<file path="src/rtl/data_io_bank.sv">
// Word RAM plus a bank of per-channel peripheral registers (IN/OUT/EDGE/MASK) with rising-edge interrupt.
// Latency: ReadData is combinational from DataAdr; writes land on the next Clk edge; IN lags pins by 2 cycles; Irq lags EDGE/MASK by 1 cycle.
// Backpressure: none; every access completes in one cycle, and out-of-range accesses read 0 and are otherwise ignored.
//
// Ports:
//   Clk, Reset (sync, active-low)   clock and reset
//   MemWrite, DataAdr, WriteData    single-cycle write port; bits [1:0] of DataAdr are ignored for decode
//   ReadData                        zero-latency read of the addressed RAM word or register
//   peripheralsIn / peripheralsOut  channel c at [c*PW +: PW]; inputs are asynchronous, outputs come straight from OUT
//   Irq                             registered OR of (EDGE & MASK) across all channels
module data_io_bank #(
    parameter int          DATA_W   = 32,
    parameter int          DEPTH    = 64,
    parameter int          CHANNELS = 4,
    parameter int          PW       = 8,
    parameter logic [31:0] IO_BASE  = 32'h0000_0400
) (
    input  logic                     Clk,
    input  logic                     Reset,
    input  logic                     MemWrite,
    input  logic [31:0]              DataAdr,
    input  logic [DATA_W-1:0]        WriteData,
    output logic [DATA_W-1:0]        ReadData,
    input  logic [CHANNELS*PW-1:0]   peripheralsIn,
    output logic [CHANNELS*PW-1:0]   peripheralsOut,
    output logic                     Irq
);
    localparam int          AW        = (DEPTH > 1) ? $clog2(DEPTH) : 1;
    localparam int          NB        = CHANNELS * PW;
    localparam logic [31:0] RAM_LIMIT = 32'(DEPTH * 4);
    localparam logic [31:0] IO_LIMIT  = IO_BASE + 32'(16 * CHANNELS);

    logic [DATA_W-1:0] mem_q [DEPTH];

    logic [NB-1:0] sync1_q, sync1_d;
    logic [NB-1:0] sync2_q, sync2_d;
    logic [NB-1:0] prev_q,  prev_d;
    logic [NB-1:0] edge_q,  edge_d;
    logic [NB-1:0] out_q,   out_d;
    logic [NB-1:0] mask_q,  mask_d;
    logic          irq_q,   irq_d;
    logic [1:0]    warm_q,  warm_d;

    logic                ram_hit;
    logic                io_hit;
    logic [AW-1:0]       word_idx;
    logic [29:0]         io_word;
    logic [1:0]          reg_sel;
    logic [CHANNELS-1:0] ch_sel;
    logic [NB-1:0]       edge_clr;
    logic [NB-1:0]       rise;

    // Address decode. The RAM window is checked first, so if the two regions
    // ever overlap the RAM takes the access.
    assign ram_hit  = (DataAdr < RAM_LIMIT);
    assign io_hit   = !ram_hit && (DataAdr >= IO_BASE) && (DataAdr < IO_LIMIT);
    assign word_idx = DataAdr[AW+1:2];
    assign io_word  = DataAdr[31:2] - IO_BASE[31:2];
    assign reg_sel  = io_word[1:0];

    always_comb begin
        for (int c = 0; c < CHANNELS; c++) begin
            ch_sel[c] = io_hit && (io_word[29:2] == 28'(c));
        end
    end

    // Read mux; PW-bit registers are zero-extended.
    always_comb begin
        ReadData = '0;
        if (ram_hit) begin
            ReadData = mem_q[word_idx];
        end else begin
            for (int c = 0; c < CHANNELS; c++) begin
                if (ch_sel[c]) begin
                    case (reg_sel)
                        2'd0:    ReadData = DATA_W'(sync2_q[c*PW +: PW]);
                        2'd1:    ReadData = DATA_W'(out_q[c*PW +: PW]);
                        2'd2:    ReadData = DATA_W'(edge_q[c*PW +: PW]);
                        default: ReadData = DATA_W'(mask_q[c*PW +: PW]);
                    endcase
                end
            end
        end
    end

    // Register next-state. Edge detection stays disabled for three cycles
    // after reset so the synchroniser and prev stage fill with the real pin
    // level first; pins already high through reset never register as edges.
    always_comb begin
        out_d    = out_q;
        mask_d   = mask_q;
        edge_clr = '0;
        for (int c = 0; c < CHANNELS; c++) begin
            if (MemWrite && ch_sel[c]) begin
                case (reg_sel)
                    2'd1:    out_d[c*PW +: PW]    = WriteData[PW-1:0];
                    2'd2:    edge_clr[c*PW +: PW] = WriteData[PW-1:0];
                    2'd3:    mask_d[c*PW +: PW]   = WriteData[PW-1:0];
                    default: ;
                endcase
            end
        end
        sync1_d = peripheralsIn;
        sync2_d = sync1_q;
        prev_d  = sync2_q;
        warm_d  = (warm_q == 2'd3) ? warm_q : warm_q + 2'd1;
        rise    = (warm_q == 2'd3) ? (sync2_q & ~prev_q) : '0;
        // Hardware set beats a simultaneous write-1-to-clear.
        edge_d  = (edge_q & ~edge_clr) | rise;
        irq_d   = |(edge_q & mask_q);
    end

    always_ff @(posedge Clk) begin
        if (!Reset) begin
            sync1_q <= '0;
            sync2_q <= '0;
            prev_q  <= '0;
            edge_q  <= '0;
            out_q   <= '0;
            mask_q  <= '0;
            irq_q   <= 1'b0;
            warm_q  <= 2'd0;
        end else begin
            sync1_q <= sync1_d;
            sync2_q <= sync2_d;
            prev_q  <= prev_d;
            edge_q  <= edge_d;
            out_q   <= out_d;
            mask_q  <= mask_d;
            irq_q   <= irq_d;
            warm_q  <= warm_d;
        end
    end

    // RAM contents survive reset; only the write is blocked while in reset.
    always_ff @(posedge Clk) begin
        if (Reset && MemWrite && ram_hit) begin
            mem_q[word_idx] <= WriteData;
        end
    end

    assign peripheralsOut = out_q;
    assign Irq            = irq_q;

endmodule

</file>
<file path="config.mk">
export PLATFORM = sky130hd
export DESIGN_NAME = data_io_bank
export DESIGN_NICKNAME = d
export VERILOG_FILES = /design/src/rtl/data_io_bank.sv
export SDC_FILE = /design/constraint.sdc
export NUM_CORES = 2
export LEC_CHECK = 0
export ABC_AREA = 0
export ABC_CLOCK_PERIOD_IN_PS = 5300
export BUFFER_PORTS_ARGS = -buffer_cell sky130_fd_sc_hd__buf_4
export CAP_MARGIN = 5
export CORE_ASPECT_RATIO = 0.9
export CORE_MARGIN = 1.5
export CORE_UTILIZATION = 50
export CTS_CLUSTER_DIAMETER = 120
export DETAILED_ROUTE_END_ITERATION = 6
export GPL_TIMING_DRIVEN = 1
export HOLD_SLACK_MARGIN = 0.08
export PLACE_DENSITY = 0.66
export SYNTH_ARGS = -nofsm -noshare
export SYNTH_HDL_FRONTEND = slang
export SYNTH_SLANG_ARGS = --single-unit
</file>
<file path="constraint.sdc">
create_clock -name Clk -period 5.3 [get_ports Clk]
set_input_delay 0.265 -clock Clk [delete_from_list [all_inputs] [get_ports Clk]]
set_output_delay 0.265 -clock Clk [all_outputs]
set_load 0.02 [all_outputs]
</file>
# Word-level counts from Yosys, hierarchy flattened
# Memory sizes are Yosys's and may differ from the RTL's.
# Cells that the tools add are included.
# W data, S select, Z words.
[classes]
n_eq_ne = 7
bitwise_logic = 6
n_reduce_logical = 24
mux = 17
order_cmp = 3
add_sub_neg = 2
[ops]
columns = ["operator", "n"]
rows = [
  ["$mux W32", 5],
  ["$and A32 B32 Y32", 3],
  ["$pmux W8 S3", 4],
  ["$not A32 Y32", 2],
  ["$eq A28 B2 Y1 const B", 2],
  ["$mux W8", 6],
  ["$ge A32 B11 Y1 const B", 1],
  ["$lt A32 B11 Y1 const B", 1],
  ["$lt A32 B9 Y1 const B", 1],
  ["$or A32 B32 Y32", 1],
  ["$reduce_or A32 Y1", 1],
  ["$sub A30 B9 Y30 const B", 1],
  ["$eq A28 B1 Y1 const B", 1],
  ["$logic_not A28 Y1", 1],
  ["$reduce_and A2 Y1", 8],
  ["$logic_and A1 B1 Y1", 12],
  ["$eq A2 B2 Y1 const B", 3],
  ["$add A2 B1 Y2 const B", 1],
  ["$eq A2 B1 Y1 const B", 1],
  ["$logic_not A2 Y1", 1],
  ["$mux W1", 2],
  ["$logic_not A1 Y1", 1],
]
[word_totals]
ram_bits = 2048
memories = 1
out_inout_bits = 65
register_bits = 195
[memory_table]
columns = ["name", "words", "width", "rd", "rd_clocked_by_memory_dff", "wr", "line", "text"]
rows = [
  ["mem_q", 64, 32, 1, 0, 1, "33", "logic [DATA_W-1:0] mem_q [DEPTH];"],
]

# Longest topological paths before layout
[depth]
word_depth = 10
depth_mapped = 11
ltp_nobuf = 6

# Worst setup path before layout
# OpenSTA, ideal clock, no wires.
[synth_timing]
path_type = "input-to-reg"
startpoint = "in DataAdr[15]"
endpoint = "mem mem_q[12][0], enable pin"
path_stages = 6
setup_slack_ns = 1.195
arrival_time_ns = 3.644
setup_time_ns = 0.461
required_time_ns = 4.839
n_path_buf = 1
path_cell_list = "nor4_1 nand4_1 nor3_1 clkbuf_1 nand2_1 nor3_1"
[synth_via]
elab_chain_cells = 4
[synth_rtl]
columns = ["element", "line", "text"]
rows = [
  ["from (decl)", "21", "input logic [31:0] DataAdr,"],
  ["$lt A32 B9 Y1", "55", "assign ram_hit = (DataAdr < RAM_LIMIT);"],
  ["$logic_and A1 B1 Y1", "137", "if (Reset && MemWrite && ram_hit) begin"],
  ["$mux W1", "137", ""],
  ["$mux W1 (not written as such)", "138", "mem_q[word_idx] <= WriteData;"],
  ["to (decl)", "33", ""],
]
# No other way between the ends.

# Final worst setup path
[layout_timing]
startpoint = "in DataAdr[5]"
endpoint = "out ReadData[24]"
[layout_via]
elab_chain_cells = 8
elab_cells_between_ends = 15
[layout_rtl]
columns = ["element", "line", "text"]
rows = [
  ["branches (longest 7 deep; another with $sub A30 B9 Y30)", "--", ""],
  ["$mux W32 *", "70", "if (ram_hit) begin"],
  ["to (decl)", "23", "output logic [DATA_W-1:0] ReadData,"],
]
# Mark *: on every way between the ends.

==> impl_results.md <==
* Yosys warning total at 0
* Residual antenna-violating net count after detailed routing at 0
* Crit path arrival time at 3.89 ns
* Max Freq at 0.2407 GHz
* Post-synthesis share of cell area spent on full adders, half adders and majority gates at 0.01454%
* Type of the worst setup path: input port to output pin
* Minimum period implied by the final worst setup slack at 4.154 ns
* DRC at 2
* Count of buffering cells on the critical path with inverters included at 6
* Cell type of the slowest stage on the worst timing path: dlygate4sd3_1
* Initial drt markers at 6,152
* TritonCTS clock tree: done
* Proportion of synthesized area in mux cells at 17.06%
* Power Dens Cells at 358.4 nW/um^2
* Cell Chain, Critical Path: dlygate4sd3_1, buf_4, inv_8, buf_4, mux2_2, o22ai_1, a222oi_1, nor2_1, a2111oi_0, buf_4, buf_4
* Hold Crit Class: input port to flip-flop
* Violations in the final reports: DRC
* Unrepaired setup endpoints after global routing: no
* Period Utilization, post-route at 78.38%
* Run status: complete, but fails checks
* Static Leakage at 0.03111 uW
* Combinational family with the most area after synthesis: multiplexers
* Number of nets in the final layout at 4,522
* Final non-filler cell total at 6,863
* Maximum number of pins on one net before global-route repair at 116
* Fraction of final layout cells sized beyond drive strength 1 at 27.87%
* Initial cell density of the core at 50.31%
* Clock tree root driver cell: clkbuf_16
* Number of failing hold endpoints at the final stage at 0
* Clock transition time at the flip-flop clock pins of the worst setup and hold paths at 0.06 ns
* Post-Synth XOR/XNOR Area at 0.01018%
* Most frequently used flop master after synthesis: edfxtp_1
* Critical path's most frequent cell: buf_4
* Total GRT Usage at 26.02%
* List of most frequent post-synthesis cells: 2,048 x edfxtp_1, 562 x mux4_2, 195 x dfxtp_1, 162 x mux2i_1, 126 x nand2_1
* Clock skew after layout at 0.02717 ns
* CP required at 5.04 ns
* Most instantiated library cell after synthesis: edfxtp_1
* Fraction of post-synthesis cell area in the top cell type by area at 71.49%
* Setup crit end kind: output pin
* Share of the synthesized area in compound gates (AO/OA/AOI/OAI) at 2.411%
* Cell family contributing the most delay on the critical path: buffers and inverters
* Per-cell routed wire length at 32.82 um
* Cell types occupying the most area after synthesis: edfxtp_1 71%, mux4_2 15%, dfxtp_1 4.5%
* Post-synthesis instance total at 4,018
* Simple-Gate Fraction of Synth Area at 2.912%
* Max VDD drop at 0.0003461 V
* Slew at the pin with the worst max-slew slack at 1.060 ns
* Initial antenna violation count at 13
* H-tree depth at 4
* Clock sink count at 2,243
* Full die area at 174,600 sq um
* Rows at 144
* Proportion of synthesized flip-flops having asynchronous set or reset at 0%
* Met2 Use GR at 40.41%
* Die outline width at 440.2 um
* Rel. slew slack at 29.33%
* Layout area overhead at 14.38%
* Number of cells in the design after placement at 6,403
* Wire length of the first global-routing pass at 320,000 um
* Router iterations before antenna repair at 7
* Post-layout util at 57.55%
* Number of fill cells at 12,420
* Number of buffer cells added on primary ports at 161
* Number of top-level pins at 164
* Chip height at 396.5 um
* Number of synthesized register bits at 2,243
* Clock buffers created by TritonCTS at 210
* Post-synthesis instance area at 86,030 sq um
* Sequential area share after synthesis at 76.03%
* Largest fanout on the critical path at 25
* Routed wire length at 225,200 um
* Count of max-cap constraint violations at 0
* Core Box Area at 171,000 sq um
* Placer's final routability congestion estimate at 0.8339
* Number of global-route vias before repair at 43,270
* Final Max Tran Viols at 0
* Worst hold slack after final layout at 0.1550 ns
* Detailed placer's ending HPWL at 133,500 um
* Max clock buf depth at 3
* Total setup violations reported at the end of the flow at 0
* Global-route met3 utilization at 4.529%
* Final global-route overflow total at 0
* Met1 Use GR at 38.31%
* Syn Nets at 4,118
* Number of distinct library cell variants in the gate-level netlist after synthesis at 58
* EDFF count, synth at 2,048
* Startpoint Class: input port
* Most congested layer reported by global routing: met2
* CP peak stage delay at 0.56 ns
* Routed vias at 43,530
* Mean instance size in the synthesized netlist at 21.41 sq um
* Biggest area consumer among synthesized cells: edfxtp_1
* Setup Total Neg Slack at 0 ns
* Via-to-Cell Ratio at 6.343
* Later-pin clock latency in the skew report at 0.86 ns
==> routing by layer <==
| layer | vias up | part of all wire [%] |
|---|---|---|
| li1 | 17610 | - |
| met1 | 23310 | 41 |
| met2 | 2261 | 47 |
| met3 | 343 | 9.2 |
| met4 | 10 | 2.7 |
| met5 | - | 0.028 |
==> power by group <==
part / total [uW] / switching, uW / internal (uW)
clock: 14300 / 6430 / 7860
sequential: 19300 / 20.0 / 19300
combinational: 1640 / 999 / 641
==> cells in the final DEF (no fill, tap or decap), types with 15 or more instances in the layout <==
cell type / instances
clkbuf_16: 216
and2_1: 108
a22oi_1: 52
nand2_1: 126
nor2_1: 45
dfxtp_1: 195
mux2_2: 17
edfxtp_1: 2048
a21oi_1: 18
nand3b_1: 35
clkinv_1: 54
a21boi_0: 32
nor2_4: 61
a221oi_1: 15
clkinv_2: 36
buf_4: 291
o21ai_0: 79
nand3_1: 54
buf_12: 50
clkbuf_1: 52
o22ai_1: 21
dlygate4sd3_1: 70
mux4_2: 562
mux2i_1: 162
==> cell families (layout without fill, tap and decap cells) <==
| family | count (synthesis) | in the layout |
|---|---|---|
| DFF | 2243 | 2243 |
| adders and majority gates | 1 | 1 |
| and+or+nand+nor | 498 | 498 |
| xor gates and xnor gates | 1 | 1 |
| buffers and inverters | 226 | 804 |
| muxes | 749 | 749 |
| AOI/OAI and AO/OA | 300 | 300 |
| other | 0 | 4 |
==> final timing paths <==
path,from,end,slack (ns),depth (start not counted)
max,DataAdr[5],ReadData[24],1.15,11
min,peripheralsIn[20],sync1_q[20]$_SDFF_PN0_,0.16,3
max reg2reg,edge_q[18]$_SDFF_PN0_,Irq$_SDFF_PN0_,3.55,4
min reg2reg,sync1_q[12]$_SDFF_PN0_,prev_d[12]$_SDFF_PN0_,0.43,1
==> what timing repair did <==
item,in CTS,in global routing
hold endpoints to repair,2097,0
hold buffers,70,0
gates resized for setup,0,0
setup buffers,0,0
==> worst register-to-register path, delay by kind of cell (launching register included) <==
family / cells / cell delay, ns
AO/OA/AOI/OAI: 3 / 1.08
flip-flops: 1 / 0.33
AND/OR/NAND/NOR: 1 / 0.24
==> per-stage QoR <==
| step | power [uW] | cell area, sq um | worst slack [ns] |
|---|---|---|---|
| after floorplan | 20620 | 86030 | 1.195 |
| after global placement | 21290 | 91250 | 1.299 |
| after detailed placement | 21310 | 91250 | 1.200 |
| after CTS | 35450 | 98390 | 1.084 |
| after global routing | 36170 | 98390 | 1.062 |
| final | 35270 | 98400 | 1.146 |
==> registers in the layout (all words and copies together) (netlist names) <==
name and cells:
mem_q 2048, peripheralsOut 32, Irq 1, prev_q 32, prev_d 32, sync1_q 32, mask_q 32, edge_q 32
warm_q 2
==> cell type report <==
type,count,area [sq um],share of cell area (%)
flip-flops and latches,2243,65400,66.47
multi-input cells,1549,19780,20.10
clock buffers,274,5677,5.769
repair buffers,413,3916,3.980
well taps,2263,2831,2.877
clock inverters,112,762.0,0.7744
inverters,5,26.28,0.02670
diodes,4,10.01,0.01017
Power figures use the tool's default switching activity.
